### src/rtl/hazard_stall_controller_if.sv
// Pipeline-side handshake bundle for the hazard/stall controller.
// The master modport is the pipeline (ID decode and ID/EX register outputs).
// The slave modport is the controller, which returns load enables and MDU sequencing.
interface hazard_stall_controller_if;
  logic [4:0]  ID_RS;
  logic [4:0]  ID_RT;
  logic        ID_USES_RS;
  logic        ID_USES_RT;
  logic        ID_MDU_START;
  logic        ID_MDU_DIV;
  logic        ID_READS_HILO;
  logic        ID_BRANCH_TAKEN;
  logic        EX_LOAD_INSTR;
  logic        EX_RF_ENABLE;
  logic [4:0]  EX_REGEX;
  logic        PC_LE;
  logic        IF_ID_LE;
  logic        ID_EX_BUBBLE;
  logic        IF_ID_FLUSH;
  logic        MDU_START;
  logic        MDU_BUSY;
  logic [31:0] STALL_CYCLES;

  modport master (
    output ID_RS, ID_RT, ID_USES_RS, ID_USES_RT, ID_MDU_START, ID_MDU_DIV,
           ID_READS_HILO, ID_BRANCH_TAKEN, EX_LOAD_INSTR, EX_RF_ENABLE, EX_REGEX,
    input  PC_LE, IF_ID_LE, ID_EX_BUBBLE, IF_ID_FLUSH, MDU_START, MDU_BUSY,
           STALL_CYCLES
  );

  modport slave (
    input  ID_RS, ID_RT, ID_USES_RS, ID_USES_RT, ID_MDU_START, ID_MDU_DIV,
           ID_READS_HILO, ID_BRANCH_TAKEN, EX_LOAD_INSTR, EX_RF_ENABLE, EX_REGEX,
    output PC_LE, IF_ID_LE, ID_EX_BUBBLE, IF_ID_FLUSH, MDU_START, MDU_BUSY,
           STALL_CYCLES
  );
endinterface

### src/rtl/hazard_stall_controller.sv
// Hazard/stall controller for the 5-stage MIPS core.
// It detects load-use hazards, sequences the multi-cycle MULT/DIV unit and
// orders branch flushes behind stalls. Decision outputs are Mealy (zero latency).
// Optional feature: define HAZ_STALL_COUNT_EN to build the saturating
// stall-cycle counter. Without it, STALL_CYCLES reads 0.
module hazard_stall_controller #(
  parameter int MULT_CYCLES = 4,
  parameter int DIV_CYCLES  = 16
) (
  input logic                     Clk,
  input logic                     Reset,
  hazard_stall_controller_if.slave bus
);

  localparam int MAX_CYCLES = (MULT_CYCLES > DIV_CYCLES) ? MULT_CYCLES : DIV_CYCLES;
  localparam int CW         = $clog2(MAX_CYCLES + 1);
  localparam logic [CW-1:0] MULT_CNT = CW'(MULT_CYCLES);
  localparam logic [CW-1:0] DIV_CNT  = CW'(DIV_CYCLES);
  localparam logic [CW-1:0] CNT_ONE  = CW'(1);

  typedef enum logic {RUN, MDU_WAIT} state_t;

  state_t        state, state_next;
  logic [CW-1:0] cnt, cnt_next;
  logic          load_use, mdu_hazard, stall;
  logic          pc_le, if_id_le, id_ex_bubble, if_id_flush, mdu_start;

  // Hazard detection: a load still in EX whose destination the ID instruction reads,
  // or an MDU consumer/producer arriving while the MDU is still busy.
  always_comb begin
    load_use   = bus.EX_LOAD_INSTR && bus.EX_RF_ENABLE && (bus.EX_REGEX != 5'd0) &&
                 ((bus.ID_USES_RS && (bus.ID_RS == bus.EX_REGEX)) ||
                  (bus.ID_USES_RT && (bus.ID_RT == bus.EX_REGEX)));
    mdu_hazard = (state == MDU_WAIT) && (bus.ID_READS_HILO || bus.ID_MDU_START);
    stall      = load_use || mdu_hazard;
  end

  // Pipeline control outputs; reset and stalls freeze the front end and bubble ID/EX,
  // and a taken branch is only flushed once nothing is stalling it.
  always_comb begin
    pc_le        = 1'b1;
    if_id_le     = 1'b1;
    id_ex_bubble = 1'b0;
    if_id_flush  = bus.ID_BRANCH_TAKEN;
    mdu_start    = (state == RUN) && bus.ID_MDU_START;
    if (Reset || stall) begin
      pc_le        = 1'b0;
      if_id_le     = 1'b0;
      id_ex_bubble = 1'b1;
      if_id_flush  = 1'b0;
      mdu_start    = 1'b0;
    end
  end

  // MDU sequencing: load the operation length on start, count down, and return
  // to RUN after the CNT==1 cycle so HI/LO readers are released only in RUN.
  always_comb begin
    state_next = state;
    cnt_next   = cnt;
    case (state)
      RUN: begin
        if (mdu_start) begin
          state_next = MDU_WAIT;
          cnt_next   = bus.ID_MDU_DIV ? DIV_CNT : MULT_CNT;
        end
      end
      MDU_WAIT: begin
        if (cnt == CNT_ONE) begin
          state_next = RUN;
          cnt_next   = '0;
        end else begin
          cnt_next = cnt - CNT_ONE;
        end
      end
      default: begin
        state_next = RUN;
        cnt_next   = '0;
      end
    endcase
  end

  // State register; reset abandons any MDU operation in flight.
  always_ff @(posedge Clk) begin
    if (Reset) begin
      state <= RUN;
      cnt   <= '0;
    end else begin
      state <= state_next;
      cnt   <= cnt_next;
    end
  end

  assign bus.PC_LE        = pc_le;
  assign bus.IF_ID_LE     = if_id_le;
  assign bus.ID_EX_BUBBLE = id_ex_bubble;
  assign bus.IF_ID_FLUSH  = if_id_flush;
  assign bus.MDU_START    = mdu_start;
  assign bus.MDU_BUSY     = (state == MDU_WAIT);

`ifdef HAZ_STALL_COUNT_EN
  logic [31:0] stall_cycles;

  // Saturating count of clock edges spent stalled.
  always_ff @(posedge Clk) begin
    if (Reset) begin
      stall_cycles <= '0;
    end else if (stall && (stall_cycles != 32'hFFFF_FFFF)) begin
      stall_cycles <= stall_cycles + 32'd1;
    end
  end

  assign bus.STALL_CYCLES = stall_cycles;
`else
  assign bus.STALL_CYCLES = 32'h0;
`endif

endmodule
### src/flat_wrapper.sv
// flat-port wrapper written by rule: the top's interface ports become plain ports
module hazard_stall_controller_flat 
#(
  parameter int MULT_CYCLES = 4,
  parameter int DIV_CYCLES  = 16
)
  (Clk, Reset, bus_ID_RS, bus_ID_RT, bus_ID_USES_RS, bus_ID_USES_RT, bus_ID_MDU_START, bus_ID_MDU_DIV, bus_ID_READS_HILO, bus_ID_BRANCH_TAKEN, bus_EX_LOAD_INSTR, bus_EX_RF_ENABLE, bus_EX_REGEX, bus_PC_LE, bus_IF_ID_LE, bus_ID_EX_BUBBLE, bus_IF_ID_FLUSH, bus_MDU_START, bus_MDU_BUSY, bus_STALL_CYCLES);
  hazard_stall_controller_if bus_i ();
  input logic Clk;
  input logic Reset;
  input wire logic [$bits(bus_i.ID_RS)-1:0] bus_ID_RS;
  input wire logic [$bits(bus_i.ID_RT)-1:0] bus_ID_RT;
  input wire logic [$bits(bus_i.ID_USES_RS)-1:0] bus_ID_USES_RS;
  input wire logic [$bits(bus_i.ID_USES_RT)-1:0] bus_ID_USES_RT;
  input wire logic [$bits(bus_i.ID_MDU_START)-1:0] bus_ID_MDU_START;
  input wire logic [$bits(bus_i.ID_MDU_DIV)-1:0] bus_ID_MDU_DIV;
  input wire logic [$bits(bus_i.ID_READS_HILO)-1:0] bus_ID_READS_HILO;
  input wire logic [$bits(bus_i.ID_BRANCH_TAKEN)-1:0] bus_ID_BRANCH_TAKEN;
  input wire logic [$bits(bus_i.EX_LOAD_INSTR)-1:0] bus_EX_LOAD_INSTR;
  input wire logic [$bits(bus_i.EX_RF_ENABLE)-1:0] bus_EX_RF_ENABLE;
  input wire logic [$bits(bus_i.EX_REGEX)-1:0] bus_EX_REGEX;
  output wire logic [$bits(bus_i.PC_LE)-1:0] bus_PC_LE;
  output wire logic [$bits(bus_i.IF_ID_LE)-1:0] bus_IF_ID_LE;
  output wire logic [$bits(bus_i.ID_EX_BUBBLE)-1:0] bus_ID_EX_BUBBLE;
  output wire logic [$bits(bus_i.IF_ID_FLUSH)-1:0] bus_IF_ID_FLUSH;
  output wire logic [$bits(bus_i.MDU_START)-1:0] bus_MDU_START;
  output wire logic [$bits(bus_i.MDU_BUSY)-1:0] bus_MDU_BUSY;
  output wire logic [$bits(bus_i.STALL_CYCLES)-1:0] bus_STALL_CYCLES;
  assign bus_i.ID_RS = bus_ID_RS;
  assign bus_i.ID_RT = bus_ID_RT;
  assign bus_i.ID_USES_RS = bus_ID_USES_RS;
  assign bus_i.ID_USES_RT = bus_ID_USES_RT;
  assign bus_i.ID_MDU_START = bus_ID_MDU_START;
  assign bus_i.ID_MDU_DIV = bus_ID_MDU_DIV;
  assign bus_i.ID_READS_HILO = bus_ID_READS_HILO;
  assign bus_i.ID_BRANCH_TAKEN = bus_ID_BRANCH_TAKEN;
  assign bus_i.EX_LOAD_INSTR = bus_EX_LOAD_INSTR;
  assign bus_i.EX_RF_ENABLE = bus_EX_RF_ENABLE;
  assign bus_i.EX_REGEX = bus_EX_REGEX;
  assign bus_PC_LE = bus_i.PC_LE;
  assign bus_IF_ID_LE = bus_i.IF_ID_LE;
  assign bus_ID_EX_BUBBLE = bus_i.ID_EX_BUBBLE;
  assign bus_IF_ID_FLUSH = bus_i.IF_ID_FLUSH;
  assign bus_MDU_START = bus_i.MDU_START;
  assign bus_MDU_BUSY = bus_i.MDU_BUSY;
  assign bus_STALL_CYCLES = bus_i.STALL_CYCLES;
  hazard_stall_controller #(.MULT_CYCLES(MULT_CYCLES), .DIV_CYCLES(DIV_CYCLES)) u_core (.Clk(Clk), .Reset(Reset), .bus(bus_i));
endmodule
### config.mk
export PLATFORM = sky130hd
export DESIGN_NAME = hazard_stall_controller_flat
export DESIGN_NICKNAME = d
export VERILOG_FILES = /design/src/rtl/hazard_stall_controller_if.sv /design/src/rtl/hazard_stall_controller.sv /design/src/flat_wrapper.sv
export SDC_FILE = /design/constraint.sdc
export NUM_CORES = 1
export LEC_CHECK = 0
export ABC_AREA = 1
export CAP_MARGIN = 25
export CORE_MARGIN = 5
export CORE_UTILIZATION = 31
export CTS_BUF_LIST = sky130_fd_sc_hd__clkbuf_4 sky130_fd_sc_hd__clkbuf_8 sky130_fd_sc_hd__clkbuf_16
export DETAILED_ROUTE_END_ITERATION = 8
export GPL_ROUTABILITY_DRIVEN = 0
export PLACE_DENSITY = 0.86
export SLEW_MARGIN = 20
export SYNTH_ARGS = -nofsm -noshare
export SYNTH_HDL_FRONTEND = slang
export SYNTH_SLANG_ARGS = --single-unit
### constraint.sdc
create_clock -name Clk -period 1.25 [get_ports Clk]
set_input_delay 0.3125 -clock Clk [delete_from_list [all_inputs] [get_ports Clk]]
set_output_delay 0.3125 -clock Clk [all_outputs]
set_load 0.05 [all_outputs]
==> impl_metrics.py <==
metrics = {
    "status": {
        "outcome": "finished, violations left",
        "failed_checks": "setup timing",
    },
    "power": {
        "p_int_uw": 606,
        "p_switching_uw": 558,
        "power.density_nw_per_um2": 837,
        "power.share.clock_pct": 19.0,
        "p_seq_share_pct": 19.9,
        "p_total_uw": 1160,
        "leakagePower_uw": 0.000739,
        "vdd_ir_drop_max_mv": 0.522,
        "p_comb_share_pct": 61.1,
        "switching_share_pct": 48.0,
    },
    "clock_network": {
        "clk-insertion-delay-late_ps": 250,
        "cts_buffers": 3,
        "cts_sinks": 6,
        "path_clk_slew_ps": 40,
        "htreeDepth": 1,
        "root_buffer": "clkbuf_4",
        "clock_path_buffers": 2,
        "holdBufCountCts": 0,
        "tritoncts": "yes",
    },
    "critical_path": {
        "worstPathArrival_ps": 1260,
        "endpoint": "bus_IF_ID_LE",
        "rr_startpoint": "u_core.cnt[1]",
        "r2r_end": "u_core.cnt[2]",
        "regToRegSetupSlack_ps": 80,
        "start_kind": "primary input",
        "crit_required_ps": 940,
        "critPathLaunch": "bus_EX_REGEX[4]",
        "ff2ff_path_depth": 8,
        "crit_type": "primary input to output port",
        "cp-end-kind": "output port",
        "worstPathMaxFanout": 3,
    },
    "synthesis": {
        "synth-seq-cells": 6,
        "syn_area_um2": 876,
        "yosysSeqAreaShare_pct": 13.7,
        "yosys.cell_types.count": 22,
        "synth.avg_cell_area_um2": 5.92,
        "synth_warnings": 0,
        "syn_inst": 148,
    },
    "drt": {
        "viasPerCell": 4.10,
        "first_iter_violations": 36,
        "post_drt_wl_per_cell_um": 9.41,
        "ant_nets": 0,
        "wirelength_um": 2080,
        "firstDrtPassIters": 4,
        "remaining_drc_errors": 0,
        "via_count": 906,
    },
    "floorplanning": {
        "die_area_um2": 3990,
        "num_rows": 19,
        "start_util_pct": 32.0,
        "die_w_um": 63.2,
        "io_pins": 63,
        "coreArea_um2": 2730,
        "dieHeight_um": 63.2,
    },
    "cells_and_area": {
        "area_growth_pct": 58.7,
        "final_cell_mix": "conb_1 (32), nand2_1 (21), nand2_2 (15)",
        "final_area_um2": 1390,
        "drive_above_1_share_pct": 46.3,
        "antenna_cells": 0,
        "nets": 218,
        "layout_commonest_cell": "conb_1",
    },
    "sta": {
        "slew_violations": 0,
        "fmax_ghz": 0.635,
        "timing.final.crit_share_pct": 126,
        "setup_slack_ps": -324,
        "finalCriticalPeriod_ps": 1570,
        "final-setup-viol-count": 5,
        "fin_skew_ps": 10.1,
        "hold_viol": 0,
        "rsz0062_at_grt": "true",
    },
    "worst_hold_path": {
        "hp-class": "flop to flop",
    },
    "grt": {
        "grt_pass1_wl_um": 3110,
        "grt_pass1_vias": 751,
        "antenna_found_initial": 0,
        "grt_usage_pct": 9.56,
        "globalRouteOverflowTotal": 0,
        "grt_max_degree": 10,
    },
    "place": {
        "dp_hpwl_um": 1730,
        "postPlaceCellArea_um2": 1250,
        "numPortBuffers": 30,
    },
    "flow_run": {
        "maxCapViolCount": 0,
    },
}
-- power groups by stage --
| stage | logic, uW | clock network, uW | registers, uW |
|---|---|---|---|
| 6_report | 711 | 221 | 232 |
| 5_1_grt | 760 | 240 | 235 |
| 4_1_cts | 673 | 231 | 228 |
| 3_5_place_dp | 657 | 0 | 231 |
| 3_3_place_gp | 653 | 0 | 231 |
| 2_1_floorplan | 529 | 0 | 242 |
-- cell type report --
cell class,count,area [um^2]
Fill cell,265,1340
Multi-Input combinational cell,113,623
Timing Repair Buffer,40,432
Inverter,27,139
Sequential cell,6,128
Tap cell,31,38.8
Clock buffer,4,30.0
-- registers in the layout, summed over array words and instances (netlist names) --
register / flops
u_core.cnt: 5
u_core.bus.MDU_BUSY: 1
-- synth_stat cells, drive strengths merged --
cell type / count / area, um^2
nand2: 38 / 148
buf: 33 / 248
inv: 27 / 101
nor2: 14 / 55.1
nand3: 11 / 77.6
a21oi: 7 / 38.8
dfxtp: 6 / 120
ha: 2 / 25.0
nand4: 2 / 12.5
o21ai: 2 / 10.0
conb: 1 / 3.75
o21a: 1 / 7.51
o22ai: 1 / 6.26
o31ai: 1 / 7.51
or2: 1 / 6.26
xnor2: 1 / 8.76
-- how the worst min path moves through the flow --
| stage | cells past startpoint | startpoint | end | slack (ps) |
|---|---|---|---|---|
| floorplan | 1 | Reset | u_core.bus.MDU_BUSY | 370 |
| global placement | 2 | u_core.cnt[3] | u_core.cnt[3] | 470 |
| detailed placement | 2 | u_core.cnt[3] | u_core.cnt[3] | 480 |
| CTS | 3 | Reset | u_core.bus.MDU_BUSY | 490 |
| global route | 3 | Reset | u_core.bus.MDU_BUSY | 520 |
| finish | 2 | u_core.cnt[3] | u_core.cnt[3] | 470 |
-- stage by stage --
step | setup TNS [ps] | hold slack, ps | std cells | worst slack [ps] | util [%]
2_1_floorplan | -1220 | 372 | 179 | -469 | -
4_1_cts | -1510 | 486 | 220 | -326 | 47.9
3_3_place_gp | -8310 | 474 | 215 | -852 | 45.8
5_1_grt | -1930 | 518 | 221 | -400 | 50.8
6_report | -1500 | 474 | 221 | -324 | 50.8
3_5_place_dp | -8400 | 482 | 215 | -861 | 45.8
-- what timing repair did --
action	CTS	global route
resized for setup	98	27
endpoints found under the setup margin	11	10
pin swaps	28	20
buffers inserted	1	1
-- worst max-delay path, cell delays in order --
cell,delay (ps)
buf_8,100
nand2_1,50
nand2_1,50
nor2_1,110
nand3_1,100
nand2_2,90
nand2_4,80
nand2_8,90
clkinvlp_4,110
buf_8,160
-- cell families after synthesis --
kind of cell	synth area share, %
other cells	0.428
fa+ha+maj	2.86
simple gates	34.1
compound gates	8.00
xor+xnor	1.00
flops	13.7
buf+inv	39.9
-- layer usage --
metal / part of all wire [%] / global-route usage (%) / wire length [um]
met2: 53 / 15.8 / 1100
met5: 0 / 0 / 0
met3: 6.7 / 1.07 / 140
met1: 38 / 11.5 / 791
met4: 2.5 / 6.37 / 51
(Power assumes the default switching activity.)
